## src/rtl/usb_tx_pkt_ctrl.sv

```systemverilog
// usb_tx_pkt_ctrl
// ---------------------------------------------------------------------------
// Packet sequencer for a USB-style byte transmitter. It emits SYNC_BYTE, then
// the PID byte {~pid, pid}, then payload bytes from a small FIFO for data
// packets, or 8'h00 filler for all other packets. The external bit timer
// paces the sequence with byte_sent, and ends the packet with data_sent.
//
// Optional feature:
//   USB_TX_UNDERRUN_EN  when defined, sets a sticky underrun flag whenever a
//                       payload byte is needed and the FIFO is empty. When it
//                       is undefined, underrun is tied to 0.
//
// Ports
//   clk, rst        clock, asynchronous active-high reset
//   wr_en, wr_data  payload byte push (see acceptance rule below)
//   fifo_full       FIFO holds FIFO_DEPTH bytes
//   start_pkt, pid  one-cycle packet request plus packet identifier
//   byte_sent       timer pulse: current byte fully shifted out
//   data_sent       timer pulse: packet complete (wins over byte_sent)
//   transmitting    packet in progress (timer count enable)
//   transmit_empty  packet carries no payload (timer short length)
//   tx_byte         byte presented to the shift register
//   busy            FSM not idle
//   pkt_done        one-cycle pulse in the first idle cycle after a packet
//   underrun        sticky payload-underrun flag
//   dbg_state       current FSM state encoding (IDLE=0 .. HOLD=4)
//
// Write acceptance: a byte is accepted on a clock edge where wr_en is high
// and either the FIFO is not full or a pop happens on the same edge. A write
// that is not accepted is dropped and leaves the FIFO untouched. There is no
// back-pressure signal other than fifo_full.
// ---------------------------------------------------------------------------
module usb_tx_pkt_ctrl #(
    parameter int          FIFO_DEPTH = 4,
    parameter logic [7:0]  SYNC_BYTE  = 8'h80
) (
    input  logic       clk,
    input  logic       rst,
    input  logic       wr_en,
    input  logic [7:0] wr_data,
    output logic       fifo_full,
    input  logic       start_pkt,
    input  logic [3:0] pid,
    input  logic       byte_sent,
    input  logic       data_sent,
    output logic       transmitting,
    output logic       transmit_empty,
    output logic [7:0] tx_byte,
    output logic       busy,
    output logic       pkt_done,
    output logic       underrun,
    output logic [2:0] dbg_state
);

    localparam int AW = (FIFO_DEPTH > 1) ? $clog2(FIFO_DEPTH) : 1;
    localparam int CW = $clog2(FIFO_DEPTH) + 1;

    typedef enum logic [2:0] {
        IDLE = 3'd0,
        SYNC = 3'd1,
        PID  = 3'd2,
        DATA = 3'd3,
        HOLD = 3'd4
    } state_t;

    state_t      state_q;
    logic [3:0]  pid_q;
    logic [7:0]  tx_byte_q;
    logic        transmitting_q;
    logic        transmit_empty_q;
    logic        pkt_done_q;

    logic [7:0]    mem [FIFO_DEPTH];
    logic [AW-1:0] wr_ptr_q;
    logic [AW-1:0] rd_ptr_q;
    logic [CW-1:0] count_q;

    logic       fifo_empty;
    logic       data_pkt;
    logic       payload_slot;
    logic       pop;
    logic       push;
    logic [7:0] fifo_head;

    assign fifo_empty = (count_q == '0);
    assign fifo_full  = (count_q == CW'(FIFO_DEPTH));
    assign fifo_head  = mem[rd_ptr_q];

    // transmit_empty is latched at packet start, so its inverse is the
    // data-packet qualifier for the whole packet.
    assign data_pkt = ~transmit_empty_q;

    // A payload byte is required when the current byte finishes in PID (data
    // packet) or DATA, unless the packet ends on the same edge.
    assign payload_slot = byte_sent && !data_sent &&
                          ((state_q == DATA) || ((state_q == PID) && data_pkt));
    assign pop  = payload_slot && !fifo_empty;
    assign push = wr_en && (!fifo_full || pop);

    // ---------------------------------------------------------------- FIFO
    always_ff @(posedge clk) begin
        if (push) begin
            mem[wr_ptr_q] <= wr_data;
        end
    end

    always_ff @(posedge clk or posedge rst) begin
        if (rst) begin
            wr_ptr_q <= '0;
            rd_ptr_q <= '0;
            count_q  <= '0;
        end else begin
            if (push) begin
                wr_ptr_q <= wr_ptr_q + AW'(1);
            end
            if (pop) begin
                rd_ptr_q <= rd_ptr_q + AW'(1);
            end
            case ({push, pop})
                2'b10:   count_q <= count_q + CW'(1);
                2'b01:   count_q <= count_q - CW'(1);
                default: count_q <= count_q;
            endcase
        end
    end

    // ----------------------------------------------------------------- FSM
    always_ff @(posedge clk or posedge rst) begin
        if (rst) begin
            state_q          <= IDLE;
            pid_q            <= 4'h0;
            tx_byte_q        <= 8'h00;
            transmitting_q   <= 1'b0;
            transmit_empty_q <= 1'b1;
            pkt_done_q       <= 1'b0;
        end else begin
            pkt_done_q <= 1'b0;
            if (state_q == IDLE) begin
                // Timer pulses in IDLE are ignored; tx_byte keeps its value.
                if (start_pkt) begin
                    state_q          <= SYNC;
                    pid_q            <= pid;
                    tx_byte_q        <= SYNC_BYTE;
                    transmitting_q   <= 1'b1;
                    transmit_empty_q <= (pid[1:0] != 2'b11);
                end
            end else if (data_sent) begin
                state_q        <= IDLE;
                transmitting_q <= 1'b0;
                pkt_done_q     <= 1'b1;
            end else if (byte_sent) begin
                case (state_q)
                    SYNC: begin
                        state_q   <= PID;
                        tx_byte_q <= {~pid_q, pid_q};
                    end
                    PID: begin
                        if (data_pkt) begin
                            state_q   <= DATA;
                            tx_byte_q <= fifo_empty ? 8'h00 : fifo_head;
                        end else begin
                            state_q   <= HOLD;
                            tx_byte_q <= 8'h00;
                        end
                    end
                    DATA: begin
                        // Starved FIFO: send filler and leave the pointer alone.
                        tx_byte_q <= fifo_empty ? 8'h00 : fifo_head;
                    end
                    HOLD: begin
                        tx_byte_q <= 8'h00;
                    end
                    default: begin
                        state_q <= IDLE;
                    end
                endcase
            end
        end
    end

    assign transmitting   = transmitting_q;
    assign transmit_empty = transmit_empty_q;
    assign tx_byte        = tx_byte_q;
    assign busy           = (state_q != IDLE);
    assign pkt_done       = pkt_done_q;
    assign dbg_state      = state_q;

    // ------------------------------------------------------------ underrun
`ifdef USB_TX_UNDERRUN_EN
    logic underrun_q;
    logic starve;

    assign starve = payload_slot && fifo_empty;

    always_ff @(posedge clk or posedge rst) begin
        if (rst) begin
            underrun_q <= 1'b0;
        end else if ((state_q == IDLE) && start_pkt) begin
            underrun_q <= 1'b0;
        end else if (starve) begin
            underrun_q <= 1'b1;
        end
    end

    assign underrun = underrun_q;
`else
    assign underrun = 1'b0;
`endif

endmodule

```

## config.mk

```make
export PLATFORM = sky130hd
export DESIGN_NAME = usb_tx_pkt_ctrl
export DESIGN_NICKNAME = d
export VERILOG_FILES = /design/src/rtl/usb_tx_pkt_ctrl.sv
export SDC_FILE = /design/constraint.sdc
export NUM_CORES = 1
export LEC_CHECK = 0
export ABC_AREA = 1
export CORE_MARGIN = 3
export CORE_UTILIZATION = 50
export CTS_CLUSTER_DIAMETER = 100
export CTS_CLUSTER_SIZE = 12
export DETAILED_ROUTE_END_ITERATION = 6
export PLACE_DENSITY = 0.73
export SYNTH_ARGS = -nofsm -noshare
export SYNTH_HDL_FRONTEND = slang
export SYNTH_SLANG_ARGS = --single-unit
export TNS_END_PERCENT = 100
```

## constraint.sdc

```tcl
create_clock -name clk -period 3.19 [get_ports clk]
set_input_delay 0.638 -clock clk [delete_from_list [all_inputs] [get_ports clk]]
set_output_delay 0.638 -clock clk [all_outputs]
set_load 0.01 [all_outputs]
```

==> reports/qor.yml <==
antenna_found_initial: 0
netlist_area_sq_um: 2670
clk_pin_slew_ns: 0.07
ys_seq_area_share_pct: 59.5
cts_setup_buffers: 0
slowest_delay_ns: 0.56
finalCritPeriodShare_pct: 77.4
crit_arrival_ns: 2.44
die-area_sq_um: 6250
critPathRequiredTime_ns: 3.16
area_growth_pct: 22.9
ys_warn_count: 0
relSlewSlack_pct: 35.5
clk_latency_ns: 0.34
routed-via-count: 1881
cp_cell_sequence: "clkdlybuf4s50_1, inv_1, nand2_1, a21oi_2, nand2_4, nand2_2, nand2_4, nor2_1"
synth_seq_cells: 57
worstPathMaxFanout: 8
p_per_area_nw_per_um2: 891
rsz0062_at_grt: "false"
fp.dieH_um: 79.0
fp.dieW_um: 79.0
clock_skew_ns: 0.00343
setup_viol: 0
path_buf_inv: 2
ys_types: 33
cp_slowest_cell: "nor2_1"
status: "completed"
leakagePower_nw: 1.44
crit_path_end_kind: "flop"
grt_pass1_vias: 1862
ctsResizeCount: 0
cts.path.max_buffers: 2
start_util_pct: 54.0
grt_overflow_total: 0
root_buffer: "clkbuf_8"
path_class: "in2reg"
period_minus_slack_ns: 2.47
cp_common_cell: "nand2_4"
drt_iter0_markers: 93
viasPerCell: 4.94
crit_family: "simple AND/OR/NAND/NOR gates"
htreeDepth: 3
fin_worst_hold_slack_ns: 0.483
antenna_left: 0
drt_first_pass_iters: 4
wl_per_cell_um: 13.5
ir_worst_vdd_v: 0.000490
dp.final_hpwl_um: 3840
rows: 25
totalWireLength_um: 5130
synth_edf_count: 32
grt_pass1_wl_um: 8720
drc: 0
port_buffers: 33
ctsHoldBuffers: 0
gp_congestion: 0.820
yosys_most_used_dff: "edfxtp_1"
syn-instance-count: 270
core_area_sq_um: 4940
grt_util_all_layers_pct: 19.1
start_kind: "input pin"
synth_area_per_cell_sq_um: 9.88
synthArstFlopShare_pct: 43.9
syn_nets: 293
cts_made_buffers: 9
grt_max_degree: 26
maxCapViolCount: 0
nFillCells: 455
drive_gt1_share_pct: 13.1
min_path_type: "reg2reg"
cts_tree: "built"
num_io_pins: 35
fin_nets: 332
tightest_slew_ns: 0.967
r2r_setup_slack_ns: 1.06
hold_violations: 0
drv_slew: 0
clkSinkCount: 57
num_antenna_cells: 0
tns_ns: 0
clock.fmax_mhz: 405
-- metal layers --
layer  vias to the layer above  share of wire (%)  routed length (um)  global-route usage, %
met5                         -                  0                   0                      0
met3                        12                5.5                 281                   5.22
li1                        949                  -                   -                      -
met1                       871                 45                2330                   23.4
met4                         0                2.9                 147                   11.3
met2                        49                 46                2370                   30.1
-- report_power, final --
| part | switching, mW | leakage [nW] | total, mW | internal [mW] |
|---|---|---|---|---|
| logic | 0.623 | 0.729 | 1.02 | 0.400 |
| clock network | 0.314 | 0.106 | 0.759 | 0.445 |
| registers | 0.144 | 0.604 | 1.14 | 0.994 |
| total | 1.08 | 1.44 | 2.92 | 1.84 |
-- cell families (layout without fill, tap and decap cells) --
logic type / after synthesis / count (layout) / synth area share (%)
AOI/OAI and AO/OA: 25 / 25 / 5.58
xor gates and xnor gates: 3 / 3 / 0.985
adders and majority gates: 5 / 5 / 2.63
buffers and inverters: 37 / 81 / 5.53
DFF: 57 / 57 / 59.5
other: 1 / 1 / 0.141
and+or+nand+nor: 142 / 142 / 25.6
-- synth_stat cells (2+ instances only) --
master    count  area, sq um
a21oi_1       4         20.0
buf_2         4         20.0
dfrtp_1      24          601
edfxtp_1     32          961
ha_1          4         50.1
inv_1        28          105
inv_2         3         11.3
nand2_1      75          282
nand2_2       3         18.8
nand2_4       4         45.0
nand3_1      18         90.1
nand3_2       5         50.1
nand4_1       2         12.5
nor2_1       27          101
nor2_2        3         18.8
nor2_4        2         22.5
o21ai_0      11         55.1
o21ai_1       4         20.0
xor2_1        3         26.3
-- final cells by class --
cell class / count / area (sq um) / share of cell area (%)
Sequential cell: 57 / 1590 / 48.4
Multi-Input combinational cell: 176 / 932 / 28.4
Timing Repair Buffer: 33 / 330 / 10.1
Clock buffer: 9 / 124 / 3.78
Inverter: 32 / 120 / 3.66
Clock inverter: 7 / 101 / 3.09
Tap cell: 67 / 83.8 / 2.56
-- layout by cell type, fill, tap and decap left out, drive strengths merged --
cell type      instances
conb                   1
o21bai                 1
clkbuf                 9
nand4                  2
xor2                   3
clkdlybuf4s50         33
nand2                 82
ha                     4
inv                   33
clkinvlp               2
nand3                 24
dfstp                  1
bufinv                 2
o31ai                  1
clkinv                 2
a21oi                  5
nor3                   1
o21ai                 16
edfxtp                32
nor2                  33
dfrtp                 24
fa                     1
a22oi                  1
o22ai                  1
-- state kept, by name, indices dropped and copies added (netlist names) --
name,cells
mem,32
tx_byte,8
pid_q,4
count_q,3
dbg_state,3
rd_ptr_q,2
wr_ptr_q,2
pkt_done,1
transmit_empty,1
transmitting,1
-- path summary, 6_finish.rpt --
kind	depth (start not counted)	start	endpoint
worst min register to register	2	tx_byte[4]	tx_byte[4]
max in group asynchronous	2	rst	tx_byte[4]
worst max register to register	7	dbg_state[2]	mem[2][7]
worst min-delay path	2	tx_byte[4]	tx_byte[4]
min in group asynchronous	2	rst	pkt_done
worst max-delay path	8	data_sent	mem[2][7]
-- metrics by stage --
stage	cells	setup slack [ns]	area (sq um)	total power [mW]	util, %
2_1_floorplan	270	1.17	2670	1.86	-
3_3_place_gp	365	0.495	3050	2.15	61.8
3_5_place_dp	365	0.413	3050	2.19	61.8
4_1_cts	381	0.719	3280	2.95	66.4
5_1_grt	381	0.629	3280	3.16	66.4
6_report	381	0.722	3280	2.92	66.4
-- worst reg2reg max path, stage by stage (launching register included) --
cell,delay (ns)
dfrtp_1,0.52
nor2_2,0.19
nand3_2,0.13
nand2_4,0.14
nand2_4,0.07
nand2_2,0.08
nand2_4,0.08
nor2_1,0.57
Note: power is estimated with default switching activity, not from simulation.
==> patch (same flow settings) <==
Put one more register stage on the output `dbg_state`, cleared by the reset. The value now appears one clock later. The other outputs are not delayed to match.
--- a/src/rtl/usb_tx_pkt_ctrl.sv
+++ b/src/rtl/usb_tx_pkt_ctrl.sv
@@ -183,7 +183,13 @@
     assign tx_byte        = tx_byte_q;
     assign busy           = (state_q != IDLE);
     assign pkt_done       = pkt_done_q;
-    assign dbg_state      = state_q;
+    always_ff @(posedge clk or posedge rst) begin
+        if (rst) begin
+            dbg_state <= '0;
+        end else begin
+            dbg_state <= state_q;
+        end
+    end
 
     // ------------------------------------------------------------ underrun
 `ifdef USB_TX_UNDERRUN_EN
Behaviour: not the same (Yosys sat finds a counterexample within 4 cycles, from zero or initial values and one cycle with rst high).
==> patch against the unedited design <==
Sequential cell count rose by 3; utilization fell by 2.5 points; maximum frequency rose by 2.8%; clock skew rose by 0.0040 ns; worst setup slack improved by 0.068 ns; routed wire length fell by 4.3%; final area rose by 1.3%; area after synthesis rose by 3.3%; first-iteration DRC count fell by 12%; total power rose by 4.9%; via count fell by 2.1%; critical path depth fell by 4.
==> patch: results (changes against the unedited design) <==
Status
  • Outcome: finished, final reports clean

Setup path
  • FF-to-FF setup slack: 1.14 ns (+0.08 ns)
  • Worst Setup SP: count_q[0]
  • R2r startpoint: state_q[0]
  • CP Max Fanout: 3 (-5)
  • R2r endpoint: mem[1][1]
  • CP Capture Point: fifo_full
  • CP arrival: 1.76 ns (-0.68 ns)

Drt
  • Via-to-Cell Ratio: 4.72 (-4.4%)
  • DR iter-0 viols: 82 (-12%)
  • Drt total wl: 4.91 mm (-4.3%)

STA
  • Least-Margin Pin Slew: 0.584 ns (-0.383 ns)
  • Layout Skew: 0.00742 ns (+0.00399 ns)
  • Minimum clock period: 2.40 ns (-0.0683 ns)

Yosys
  • Register area share after synthesis: 0.603 (+0.00805)
  • Synth top area cells: edfxtp_1 35%, dfrtp_1 25%, nand2_1 11%
  • Synth cell types: 28 (-15%)
  • Ys async rst share: 0.467 (+0.0281)
  • Synth top cells by count: 82 x nand2_1, 32 x edfxtp_1, 27 x dfrtp_1, 27 x nor2_1, 22 x inv_1
  • Net Count, Synth: 298 (+1.7%)

Clocking
  • Post-CTS setup buffers: 0 (unchanged)
  • H-Tree Level Count: 3 (unchanged)

GRT
  • Total track usage: 0.182 (-0.00929)
  • Vias in the first global route: 1759 (-5.5%)
  • Largest net degree at the start of global routing: 29 (+12%)
  • First-pass GRT wire length: 8.48 mm (-2.8%)

Cells and area
  • Nets@finish: 338 (+1.8%)
  • Fill cells: 432 (-5.1%)
  • Layout cells sized above 1: 0.134 (+0.00380)

Power
  • Cell Int Power: 0.00183 W (-0.27%)
  • Leakage Power: 1.46 nW (+1.4%)
  • VDD IR-drop max: 428 uV (-13%)

Placed design
  • DPL Wire Length: 3.65 mm (-4.9%)
  • Routability cong.: 0.797 (-2.8%)
  • Port Buffers: 33 (unchanged)
  • Post-placement setup slack: 0.485 ns (+0.0716 ns)
patch: how the worst min path moves through the flow:
stage / to / start / cells past startpoint / slack [ns]
finish: dbg_state[2] / state_q[2] / 0 / 0.47
global route: tx_byte[4] / tx_byte[4] / 2 / 0.52
detailed placement: dbg_state[2] / state_q[2] / 0 / 0.46
global placement: dbg_state[2] / state_q[2] / 0 / 0.46
floorplan: dbg_state[2] / state_q[2] / 0 / 0.43
CTS: dbg_state[2] / state_q[2] / 0 / 0.48
patch: logic make-up after synthesis:
| family | after synthesis | share of synthesized area |
|---|---|---|
| AND/OR/NAND/NOR | 151 | 0.262 |
| flip-flops | 60 | 0.603 |
| buffers and inverters | 32 | 0.0477 |
| AO/OA/AOI/OAI | 24 | 0.0540 |
| adder cells (fa/ha/maj) | 5 | 0.0254 |
| XOR/XNOR | 2 | 0.00636 |
| other | 1 | 0.00136 |
patch: power groups by stage:
stage | clock [W] | sequential (W) | combinational, W
5_1_grt | 0.000649 | 0.00127 | 0.00143
2_1_floorplan | 0 | 0.00121 | 0.000919
4_1_cts | 0.000594 | 0.00124 | 0.00126
6_report | 0.000580 | 0.00124 | 0.00125
3_5_place_dp | 0 | 0.00125 | 0.00126
3_3_place_gp | 0 | 0.00125 | 0.00123
patch: area by class of cell:
class                           instances  area (sq um)  area share
Multi-Input combinational cell        183           962       0.290
Clock buffer                           10           128      0.0384
Sequential cell                        60          1660       0.501
Timing Repair Buffer                   34           338       0.102
Tap cell                               70          87.6      0.0264
Clock inverter                          6          40.0      0.0121
Inverter                               27           104      0.0313
patch: through the flow:
step	instance area (sq um)	instances	utilization	total power [W]
after floorplan	2760	275	-	0.00212
after global placement	3150	374	0.606	0.00248
after detailed placement	3150	374	0.606	0.00251
after CTS	3320	390	0.638	0.00309
after global routing	3320	390	0.638	0.00335
final	3320	390	0.638	0.00306
patch: routing by layer:
metal,vias up,track usage,part of all wire
met3,7,0.0605,0.047
met4,0,0.0760,0.012
met2,43,0.267,0.46
met5,-,0,0
met1,823,0.247,0.48
li1,968,-,-
patch: critical path, cell delays in order (launching register included):
cell             delay (ns)
dfrtp_1                0.40
nor2_1                 0.23
nand2_1                0.15
inv_1                  0.11
clkdlybuf4s50_1        0.54
